<file path="config.mk">
export PLATFORM = sky130hd
export DESIGN_NAME = uart_tx_fifo
export DESIGN_NICKNAME = d
export VERILOG_FILES = /design/src/rtl/risky2_uart_pkg.sv /design/src/rtl/uart_tx_fifo_sync_fifo.sv /design/src/rtl/uart_tx_fifo.sv
export SDC_FILE = /design/constraint.sdc
export NUM_CORES = 1
export LEC_CHECK = 0
export ABC_AREA = 1
export CORE_MARGIN = 2
export CORE_UTILIZATION = 55
export DETAILED_ROUTE_END_ITERATION = 16
export PLACE_DENSITY = 0.72
export SLEW_MARGIN = 20
export SYNTH_ARGS = -nofsm -noshare
export SYNTH_HDL_FRONTEND = slang
export SYNTH_SLANG_ARGS = --single-unit
</file>
<file path="constraint.sdc">
create_clock -name clk -period 8.4 [get_ports clk]
set_input_delay 2.1 -clock clk [delete_from_list [all_inputs] [get_ports clk]]
set_output_delay 2.1 -clock clk [all_outputs]
set_load 0.1 [all_outputs]
</file>
<file path="src/rtl/risky2_uart_pkg.sv">
// Shared types and helpers for the buffered UART transmitter.
// The state enum, parity mode codes and baud divider live here so every file agrees on them.
package risky2_uart_pkg;

   typedef enum logic [2:0] {IDLE, START, DATA, PAR, STOP} uart_tx_state_e;

   localparam int PARITY_NONE = 0;
   localparam int PARITY_EVEN = 1;
   localparam int PARITY_ODD  = 2;

   function automatic int baud_div(input int clk_hz, input int baud);
      return clk_hz / baud;
   endfunction

endpackage

</file>
<file path="src/rtl/uart_tx_fifo_sync_fifo.sv">
// Show-ahead synchronous FIFO: the head word is always visible on o_head while not empty.
// Occupancy is tracked by its own counter, so full and empty never depend on comparing pointers.
module sync_fifo #(
   parameter int WIDTH = 8,
   parameter int DEPTH = 16
) (
   input  logic                       clk,
   input  logic                       rst,
   input  logic                       i_push,
   input  logic [WIDTH-1:0]           i_data,
   input  logic                       i_pop,
   output logic [WIDTH-1:0]           o_head,
   output logic                       o_full,
   output logic                       o_empty,
   output logic [$clog2(DEPTH+1)-1:0] o_count
);

   localparam int PW = $clog2(DEPTH);
   localparam int CW = $clog2(DEPTH+1);

   logic [WIDTH-1:0] r_mem [DEPTH];
   logic [PW-1:0]    r_wrPtr;
   logic [PW-1:0]    r_rdPtr;
   logic [CW-1:0]    r_count;
   logic             w_push;
   logic             w_pop;

   // Full is the pre-edge value, so a push into a full FIFO is dropped even if a pop happens too
   assign o_full  = (r_count == CW'(DEPTH));
   assign o_empty = (r_count == '0);
   assign o_count = r_count;
   assign o_head  = r_mem[r_rdPtr];
   assign w_push  = i_push && !o_full;
   assign w_pop   = i_pop && !o_empty;

   always_ff @(posedge clk or posedge rst) begin
      if (rst) begin
         for (int i = 0; i < DEPTH; i++) begin
            r_mem[i] <= '0;
         end
         r_wrPtr <= '0;
         r_rdPtr <= '0;
         r_count <= '0;
      end else begin
         if (w_push) begin
            r_mem[r_wrPtr] <= i_data;
            r_wrPtr        <= r_wrPtr + 1'b1;
         end
         if (w_pop) begin
            r_rdPtr <= r_rdPtr + 1'b1;
         end
         case ({w_push, w_pop})
            2'b10:   r_count <= r_count + 1'b1;
            2'b01:   r_count <= r_count - 1'b1;
            default: r_count <= r_count;
         endcase
      end
   end

endmodule

</file>
<file path="src/rtl/uart_tx_fifo.sv">
// Buffered UART transmitter: a FIFO of outgoing words feeding a frame serialiser with
// optional parity and one or two stop bits, plus polling status and a sticky overflow flag.
module uart_tx_fifo
   import risky2_uart_pkg::*;
#(
   parameter int CLK_FREQ_HZ = 100_000_000,
   parameter int BAUD        = 115_200,
   parameter int DATA_BITS   = 8,
   parameter int DEPTH       = 16,
   parameter int PARITY      = 0,
   parameter int STOP_BITS   = 1
) (
   input  logic                       clk,
   input  logic                       rst,
   input  logic                       wr_en,
   input  logic [DATA_BITS-1:0]       wr_data,
   input  logic                       ovf_clr,
   output logic                       full,
   output logic                       empty,
   output logic [$clog2(DEPTH+1)-1:0] count,
   output logic                       busy,
   output logic                       overflow,
   output logic                       uart_tx
);

   localparam int DIV   = baud_div(CLK_FREQ_HZ, BAUD);
   localparam int CNT_W = $clog2(STOP_BITS * DIV + 1);
   localparam int IDX_W = 4;
   localparam logic [CNT_W-1:0] LAST_BIT  = CNT_W'(DIV - 1);
   localparam logic [CNT_W-1:0] LAST_STOP = CNT_W'(STOP_BITS * DIV - 1);
   localparam logic [IDX_W-1:0] LAST_IDX  = IDX_W'(DATA_BITS - 1);

   if (DIV < 2) begin : g_divCheck
      $error("uart_tx_fifo: CLK_FREQ_HZ/BAUD must be at least 2");
   end
   if (DATA_BITS < 5 || DATA_BITS > 9) begin : g_bitsCheck
      $error("uart_tx_fifo: DATA_BITS must be 5..9");
   end
   if (DEPTH < 2 || (DEPTH & (DEPTH - 1)) != 0) begin : g_depthCheck
      $error("uart_tx_fifo: DEPTH must be a power of two >= 2");
   end

   uart_tx_state_e       r_state;
   logic [CNT_W-1:0]     r_baudCnt;
   logic [IDX_W-1:0]     r_bitIdx;
   logic [DATA_BITS-1:0] r_shift;
   logic                 r_parity;
   logic                 r_tx;
   logic                 r_overflow;
   logic [DATA_BITS-1:0] w_head;
   logic                 w_bitDone;
   logic                 w_pop;

   sync_fifo #(.WIDTH(DATA_BITS), .DEPTH(DEPTH)) u_fifo (
      .clk     (clk),
      .rst     (rst),
      .i_push  (wr_en),
      .i_data  (wr_data),
      .i_pop   (w_pop),
      .o_head  (w_head),
      .o_full  (full),
      .o_empty (empty),
      .o_count (count)
   );

   // Popping at the end of the stop bits lets the next start bit follow with no idle gap
   assign w_bitDone = (r_baudCnt == '0);
   assign w_pop     = !empty && ((r_state == IDLE) || (r_state == STOP && w_bitDone));
   assign busy      = (r_state != IDLE);
   assign overflow  = r_overflow;
   assign uart_tx   = r_tx;

   always_ff @(posedge clk or posedge rst) begin
      if (rst) begin
         r_state   <= IDLE;
         r_baudCnt <= '0;
         r_bitIdx  <= '0;
         r_shift   <= '0;
         r_parity  <= 1'b0;
         r_tx      <= 1'b1;
      end else begin
         case (r_state)
            IDLE: begin
               r_tx <= 1'b1;
               if (w_pop) begin
                  r_shift   <= w_head;
                  r_parity  <= (^w_head) ^ (PARITY == PARITY_ODD);
                  r_baudCnt <= LAST_BIT;
                  r_tx      <= 1'b0;
                  r_state   <= START;
               end
            end
            START: begin
               if (w_bitDone) begin
                  r_state   <= DATA;
                  r_tx      <= r_shift[0];
                  r_bitIdx  <= '0;
                  r_baudCnt <= LAST_BIT;
               end else begin
                  r_baudCnt <= r_baudCnt - 1'b1;
               end
            end
            DATA: begin
               if (w_bitDone) begin
                  r_baudCnt <= LAST_BIT;
                  if (r_bitIdx == LAST_IDX) begin
                     if (PARITY != PARITY_NONE) begin
                        r_state <= PAR;
                        r_tx    <= r_parity;
                     end else begin
                        r_state   <= STOP;
                        r_tx      <= 1'b1;
                        r_baudCnt <= LAST_STOP;
                     end
                  end else begin
                     r_shift  <= r_shift >> 1;
                     r_tx     <= r_shift[1];
                     r_bitIdx <= r_bitIdx + 1'b1;
                  end
               end else begin
                  r_baudCnt <= r_baudCnt - 1'b1;
               end
            end
            PAR: begin
               if (w_bitDone) begin
                  r_state   <= STOP;
                  r_tx      <= 1'b1;
                  r_baudCnt <= LAST_STOP;
               end else begin
                  r_baudCnt <= r_baudCnt - 1'b1;
               end
            end
            STOP: begin
               if (w_bitDone) begin
                  if (w_pop) begin
                     r_shift   <= w_head;
                     r_parity  <= (^w_head) ^ (PARITY == PARITY_ODD);
                     r_baudCnt <= LAST_BIT;
                     r_tx      <= 1'b0;
                     r_state   <= START;
                  end else begin
                     r_tx    <= 1'b1;
                     r_state <= IDLE;
                  end
               end else begin
                  r_baudCnt <= r_baudCnt - 1'b1;
               end
            end
            default: begin
               r_tx    <= 1'b1;
               r_state <= IDLE;
            end
         endcase
      end
   end

   // A dropped push in the same cycle as a clear keeps the flag set
   always_ff @(posedge clk or posedge rst) begin
      if (rst) begin
         r_overflow <= 1'b0;
      end else if (wr_en && full) begin
         r_overflow <= 1'b1;
      end else if (ovf_clr) begin
         r_overflow <= 1'b0;
      end
   end

endmodule
</file>
Word level (Yosys, flattened, before mapping)
Cells that the tools add are included.

Register bits after elaboration: 168. Input port bits: 12. Output and inout port bits: 10. Logic and storage cells: 111.

Add/sub/neg operators: 6. $lt $le $gt $ge: 3. Equal/unequal tests: 15. Multiplexer cells: 37. Bitwise gates (word level): 2. Reduce and logical (&&, ||, !) cells: 23.

Operator list (number): $bwmux 128 (1); $mux 8 (7); $bmux 8 s4 (1); $demux 8 s4 (1); $mux 10 (3); $pmux 10 s3 (1); $pmux 8 s3 (1); $mux 3 (6); $pmux 3 s5 (1); $add 4x1->4 const B (3); $mux 4 (3); $ne 2x2->1 const B (6); $reduce_and 4->1 (3); $ge 5x5->1 const B (2); $logic_not 10->1 (1); $not 4->5 (2); $pmux 5 s2 (1); $sub 10x1->10 const B (1); $mux 1 (9); $reduce_bool 3->1 (3); $pmux 4 s2 (1); $eq 3x2->1 const B (2); $logic_and 1x1->1 (6); $reduce_and 6->1 (1); 17 further kinds (20).

Depth between registers and ports, before layout
Gate-level depths: netlist of run 1.

Depth in word-level cells: 7. Gate-level depth with buffers: 18. Gate-level depth less buffers: 18.

Cells and area by module
A second synthesis of run 1 with hierarchy kept.

Cell total of the unflattened synthesis: 1291. Area total of the unflattened synthesis: 9645.5 sq um.

Modules (own cells, without submodules): sync_fifo (times used 1, cells each 1070, area an instance 8006.4 sq um, seq. area each 3528.4 sq um); uart_tx_fifo (times used 1, cells each 221, area an instance 1639.1 sq um, seq. area each 676.9 sq um).

Least setup slack after synthesis of run 1
Ideal clock, no wire load.

Path kind: register -> output. From: register u_fifo.r_count[1] (netlist: u_fifo.o_count[1]). To: output empty. Arrival time: 2426 ps. Path slack: 3874 ps. Cell stages (with the launch flop): 4. Cell sequence: dfrtp_1 > inv_2 > nand4_2 > nor2_1.

Word-level cells in the longest chain between the ends: 1.

RTL lines: from (decl) (RTL line uart_tx_fifo_sync_fifo.sv:24) `logic [CW-1:0] r_count;`; from (signal assigned) (RTL line uart_tx_fifo_sync_fifo.sv:53) `2'b10: r_count <= r_count + 1'b1;`; from (signal assigned) (RTL line uart_tx_fifo_sync_fifo.sv:54) `2'b01: r_count <= r_count - 1'b1;`; from (signal assigned) (RTL line uart_tx_fifo_sync_fifo.sv:55) `default: r_count <= r_count;`; $logic_not 5->1 (RTL line uart_tx_fifo_sync_fifo.sv:30) `assign o_empty = (r_count == '0);`; to (decl) (RTL line uart_tx_fifo.sv:19) `output logic empty,`.

No other way between the ends.

Worst setup path in the final report of run 1
From: register u_fifo.r_count[3] (netlist: u_fifo.o_count[3]). To: output empty.

Same word-level chain as after synthesis.

==> results of run 1 <==
==> state kept, by name (all words and copies together) (netlist names) <==
signal,flops
u_fifo.r_wrPtr,4
r_bitIdx,4
u_fifo.r_mem,128
overflow,1
u_fifo.r_rdPtr,4
uart_tx,1
r_baudCnt,10
u_fifo.o_count,5
r_state,3
r_shift,8
==> where the power goes <==
part | switching [uW] | total [uW] | internal, uW
Combinational | 587 | 906 | 319
Sequential | 170 | 1270 | 1100
Clock | 349 | 854 | 505
Total | 1110 | 3030 | 1930
==> final timing paths <==
path	start	to	cells past startpoint
min reg2reg	u_fifo.r_mem[21]$_DFFE_PP0P_	u_fifo.r_mem[21]$_DFFE_PP0P_	2
min	u_fifo.r_mem[21]$_DFFE_PP0P_	u_fifo.r_mem[21]$_DFFE_PP0P_	2
max	u_fifo.o_count[3]$_DFFE_PP0P_	empty	4
max reg2reg	r_baudCnt[0]$_DFFE_PP0P_	u_fifo.o_count[4]$_DFFE_PP0P_	18
max in group asynchronous	rst	u_fifo.r_mem[12]$_DFFE_PP0P_	3
min in group asynchronous	rst	r_shift[4]$_DFFE_PP0P_	2
==> logic make-up after synthesis <==
| group | share of synthesized area |
|---|---|
| xor gates and xnor gates | 0.01198 |
| buffers and inverters | 0.09742 |
| AOI/OAI and AO/OA | 0.1174 |
| adders and majority gates | 0.01940 |
| DFF | 0.4794 |
| and+or+nand+nor | 0.2744 |
==> cell usage after synthesis, types with 3 or more instances <==
cell	number	area share
nand2_2	7	0.0050
nand3_2	5	0.0057
clkbuf_1	15	0.0064
buf_2	27	0.015
o21ai_2	38	0.038
buf_6	7	0.0090
dfrtp_1	167	0.48
nor2_2	5	0.0036
nand3_1	103	0.059
nand3_4	7	0.014
xnor2_1	3	0.0030
nand2_1	378	0.16
o21ai_0	27	0.015
nor3_1	5	0.0029
xor2_1	9	0.0090
a21oi_1	8	0.0046
inv_1	135	0.058
o21ai_1	93	0.053
inv_2	9	0.0039
nor2_1	32	0.014
ha_1	12	0.017
==> per-stage QoR <==
step / utilization / hold slack, ns
after floorplan: - / 0.4488
after global placement: 0.5717 / 0.4592
after detailed placement: 0.5719 / 0.4628
after CTS: 0.6125 / 0.4804
after global routing: 0.6125 / 0.4993
final: 0.6125 / 0.4825
==> final cells by class <==
cell class	count	area, um^2
clock buffers	17	425.4
clock inverters	15	212.7
fillers	1385	6088
inverters	147	564.3
multi-input cells	750	3712
flip-flops and latches	168	4207
well taps	216	270.3
repair buffers	24	232.7
==> per-layer routing <==
metal  global-route usage  routed length [um]
met1               0.3468                9464
met2               0.3979                9370
met3              0.05289                 783
met4              0.07717                 398
met5                    0                   0
==> placed cells by master (no fill, tap or decap), types with 9 or more instances in the layout <==
cell type        count
nand3_1            103
o21ai_1             93
o21ai_2             38
nor2_1              32
inv_2               10
o21ai_0             27
inv_1              132
clkdlybuf4s50_1     21
clkbuf_16           17
ha_1                12
xor2_1               9
nand2_1            378
dfrtp_1            166
==> worst max-delay path: stages, from the launching register on <==
cell and delay [ns]:
dfrtp_1 0.41, inv_1 0.11, nand4_2 0.13, nor2_1 0.28, clkdlybuf4s50_1 1.20
==> flow_summary.toml, run 1 <==
[floorplanning]
dieArea_um2 = 16980
initial_utilization = 0.5583
die-height_um = 130.3
die_x_um = 130.3
top_level_ports = 22
core_um2 = 15710
rows = 46

[timing]
finalClockSkew_ns = 0.008983
final.setup.worst_slack_ns = 3.736
slew_headroom = 0.3457
period_share = 0.5553
finalCriticalPeriod_ns = 4.664
finalHoldViolCount = 0
rsz0062_at_grt = "false"
max_freq_mhz = 214.4
slew_violations = 0
tns_ns = 0
finalSetupViolCount = 0
tightestPinTransition_ns = 0.9784

[hold_path]
hold_path_class = "register to register"

[route]
wl_per_cell_um = 14.97
vias_per_cell = 5.227
routed_wirelength_mm = 20.02
vias = 6988
antenna_left = 0
drc = 0
drt_iter0_drc = 560
dr.pass1.iters = 5

[clocking]
cts_root_buf = "clkbuf_16"
cts.sinks = 168
clkTransAtPathRegs_ns = 0.07
post_cts_buffers = 0
htree_levels = 4
insertion_delay_ns = 0.44
cts_inserted_buffers = 17
postCtsHoldBufs = 0
clockBufferDepth = 2
cts_resized = 0
cts_tree = "yes"

[global_route]
grt_pass1_wl_mm = 32.69
grt_overflow_total = 0
grt_max_degree = 97
antenna_found_initial = 0
grtUsageTotal = 0.2501
first_global_vias = 6407

[placement]
dp_hpwl_mm = 12.07
gp_congestion = 0.8370
io_buffers = 21
dpl.cell_count = 1305
post-place-ws_ns = 4.145
dpl_cell_area_um2 = 8986

[yosys]
ys.flop_type = "dfrtp_1"
yosys_warnings = 0
synth_edf_count = 0
ys_ff_latch = 168
synthArstFlopShare = 1.000
synth_area_um2 = 8772
synth.distinct_cells = 40
syn_inst = 1117
synth_seq_area_share = 0.4794
syn-num-nets = 1142
synth_area_per_cell_um2 = 7.853

[layout]
stdcell_count = 1337
antenna-diode-count = 0
drive_above_1_share = 0.1044
syn_to_final_growth_pct = 9.713
design_area_um2 = 9624
final_nets = 1133

[worst_setup_path]
crit_path_max_fanout = 4
cp_data_arrival_time_ns = 2.56
cp.required_ns = 6.30
end_kind = "output port"
critPathKind = "register to output port"
r2r_slack_ns = 5.49
crit_path_start_kind = "register"

[job]
maxCapViolCount = 0

[power]
p_total_uw = 3032
peakVddDrop_mv = 0.1946
power.leakage_uw = 0.004811
powerDensity_nw_per_um2 = 315.0

[run_status]
status = "finished clean"
(Power assumes the default switching activity.)
==> inputs of run 2 (changes only) <==
==> constraint.sdc (replaced) <==
create_clock -name clk -period 4.8 [get_ports clk]
set_input_delay 1.2 -clock clk [delete_from_list [all_inputs] [get_ports clk]]
set_output_delay 1.2 -clock clk [all_outputs]
set_load 0.1 [all_outputs]
==> run 2 against run 1 <==
Effect of this change: combinational power grew 75%; sequential power grew 76%; non-clock buffer count grew 3; global-route usage grew 0.36 points; via count grew 0.36%; routed wire length shrank 0.43%; clock power grew 63%; critical endpoint unchanged; largest cell class unchanged; highest routed layer unchanged.
==> flow_summary.toml, run 2 (same netlist as run 1, synthesis figures left out) <==
[run_status]
status = "finished clean"

[layout]
drive_above_1_share = 0.1068
design_area_um2 = 9627
final_nets = 1136
syn_to_final_growth_pct = 9.742
top_regs = "u_fifo.r_mem: 128 flops, r_baudCnt: 10 flops, r_shift: 8 flops"
antenna-diode-count = 0
largest_register_ffs = 128
fill_cells = 1392
mostFrequentLayoutCells = "378 x nand2_1, 166 x dfrtp_1, 132 x inv_1, 103 x nand3_1, 93 x o21ai_1"
final_common_cell = "nand2_1"
regMostFlops = "u_fifo.r_mem"

[timing]
max_freq_mhz = 262.2
tns_ns = 0
finalSetupViolCount = 0
period_share = 0.7945
rsz0062_at_grt = "false"
slew_headroom = 0.3450
finalClockSkew_ns = 0.01262
slew_violations = 0
tightestPinTransition_ns = 0.9794
finalCriticalPeriod_ns = 3.814
finalHoldViolCount = 0

[clocking]
cts.sinks = 168
clockBufferDepth = 2
cts_resized = 0
postCtsHoldBufs = 0
clkTransAtPathRegs_ns = 0.07
post_cts_buffers = 0
insertion_delay_ns = 0.44
htree_levels = 4
cts_tree = "yes"
cts_root_buf = "clkbuf_16"
cts_inserted_buffers = 17

[global_route]
antenna_found_initial = 0
grt_pass1_wl_mm = 33.18
grtUsageTotal = 0.2537
first_global_vias = 6461
grt_max_degree = 67
grt_overflow_total = 0

[worst_setup_path]
path_cells = "inv_1 -> nand4_2 -> nor2_1 -> clkdlybuf4s50_1"
crit_path_max_fanout = 4
end_kind = "output port"
rr_worst_depth = 18
r2r-end = "u_fifo.o_count[4]$_DFFE_PP0P_"
critPathSlowestCell = "clkdlybuf4s50_1"
crit_path_start_kind = "register"
cp_data_arrival_time_ns = 2.61
slowest_delay_ns = 1.21
cp.required_ns = 3.60
critPathKind = "register to output port"
r2r_slack_ns = 1.89
timing.rr.start = "r_baudCnt[0]$_DFFE_PP0P_"

[floorplanning]
dieArea_um2 = 16980
rows = 46
die-height_um = 130.3
core_um2 = 15710
initial_utilization = 0.5583
die_x_um = 130.3
top_level_ports = 22

[placement]
dp_hpwl_mm = 12.41
io_buffers = 21
gp_congestion = 0.8711
dpl_cell_area_um2 = 9030

[power]
peakVddDrop_mv = 0.3313
power.leakage_uw = 0.004816
powerDensity_nw_per_um2 = 540.4

[hold_path]
min_to = "u_fifo.r_mem[95]$_DFFE_PP0P_"
hold_path_class = "register to register"
holdCritStartpoint = "u_fifo.r_mem[95]$_DFFE_PP0P_"
holdPathStages = 2

[route]
drt_iter0_drc = 556
vias = 7013
routed_wirelength_mm = 19.93
wl_per_cell_um = 14.87
vias_per_cell = 5.234
dr.pass1.iters = 5
antenna_left = 0
drc = 0

[job]
maxCapViolCount = 0
==> run 2: cell types whose count changed in the layout (fill, tap and decap cells not counted), sizes merged <==
cell | before | now
buf | 3 | 6
bufinv | 4 | 1
inv | 152 | 154
clkinv | 4 | 5
==> run 2: worst max-delay path, delay by kind of cell, from the launching register on <==
kind	cells	cell delay (ns)
buffers and inverters	2	1.32
flip-flops	1	0.40
AND/OR/NAND/NOR	2	0.46
==> run 2: worst max path at each step <==
| stage | from | slack [ns] | depth (start not counted) | end |
|---|---|---|---|---|
| detailed placement | u_fifo.o_count[1]$_DFFE_PP0P_ | 1.46 | 4 | empty |
| global route | u_fifo.o_count[3]$_DFFE_PP0P_ | 0.90 | 4 | empty |
| CTS | u_fifo.o_count[3]$_DFFE_PP0P_ | 1.0 | 4 | empty |
| floorplan | u_fifo.o_count[1]$_DFFE_PP0P_ | 0.74 | 14 | u_fifo.o_count[4]$_DFFE_PP0P_ |
| finish | u_fifo.o_count[3]$_DFFE_PP0P_ | 0.99 | 4 | empty |
| global placement | u_fifo.o_count[3]$_DFFE_PP0P_ | 1.50 | 4 | empty |
==> run 2: layer usage <==
| metal | part of all wire | vias up | track usage |
|---|---|---|---|
| li1 | - | 3512 | - |
| met1 | 0.47 | 3301 | 0.3596 |
| met2 | 0.47 | 169 | 0.3973 |
| met3 | 0.037 | 31 | 0.04551 |
| met4 | 0.023 | 0 | 0.08476 |
| met5 | 0 | - | 0 |
==> run 2: final cells by class <==
cell class,instances,area [um^2],share of cell area
repair buffers,27,280.3,0.02911
well taps,216,270.3,0.02807
multi-input cells,750,3712,0.3856
inverters,147,560.5,0.05823
flip-flops and latches,168,4207,0.4370
clock buffers,17,425.4,0.04419
clock inverters,15,171.4,0.01781
==> run 2: power breakdown <==
part           internal [uW]  switching [uW]
Combinational            561            1020
Sequential              1930             298
Clock                    746             646
Total                   3230            1970
==> run 2: through the flow <==
step / util / power [uW] / worst slack, ns / std cells / hold slack (ns)
finish: 0.6127 / 5203 / 0.9863 / 1340 / 0.4830
detailed placement: 0.5747 / 3816 / 1.465 / 1308 / 0.4663
floorplan: - / 3485 / 0.7446 / 1117 / 0.4488
global placement: 0.5747 / 3766 / 1.498 / 1308 / 0.4595
global route: 0.6127 / 5568 / 0.8958 / 1340 / 0.4952
CTS: 0.6127 / 5222 / 0.9963 / 1340 / 0.4854
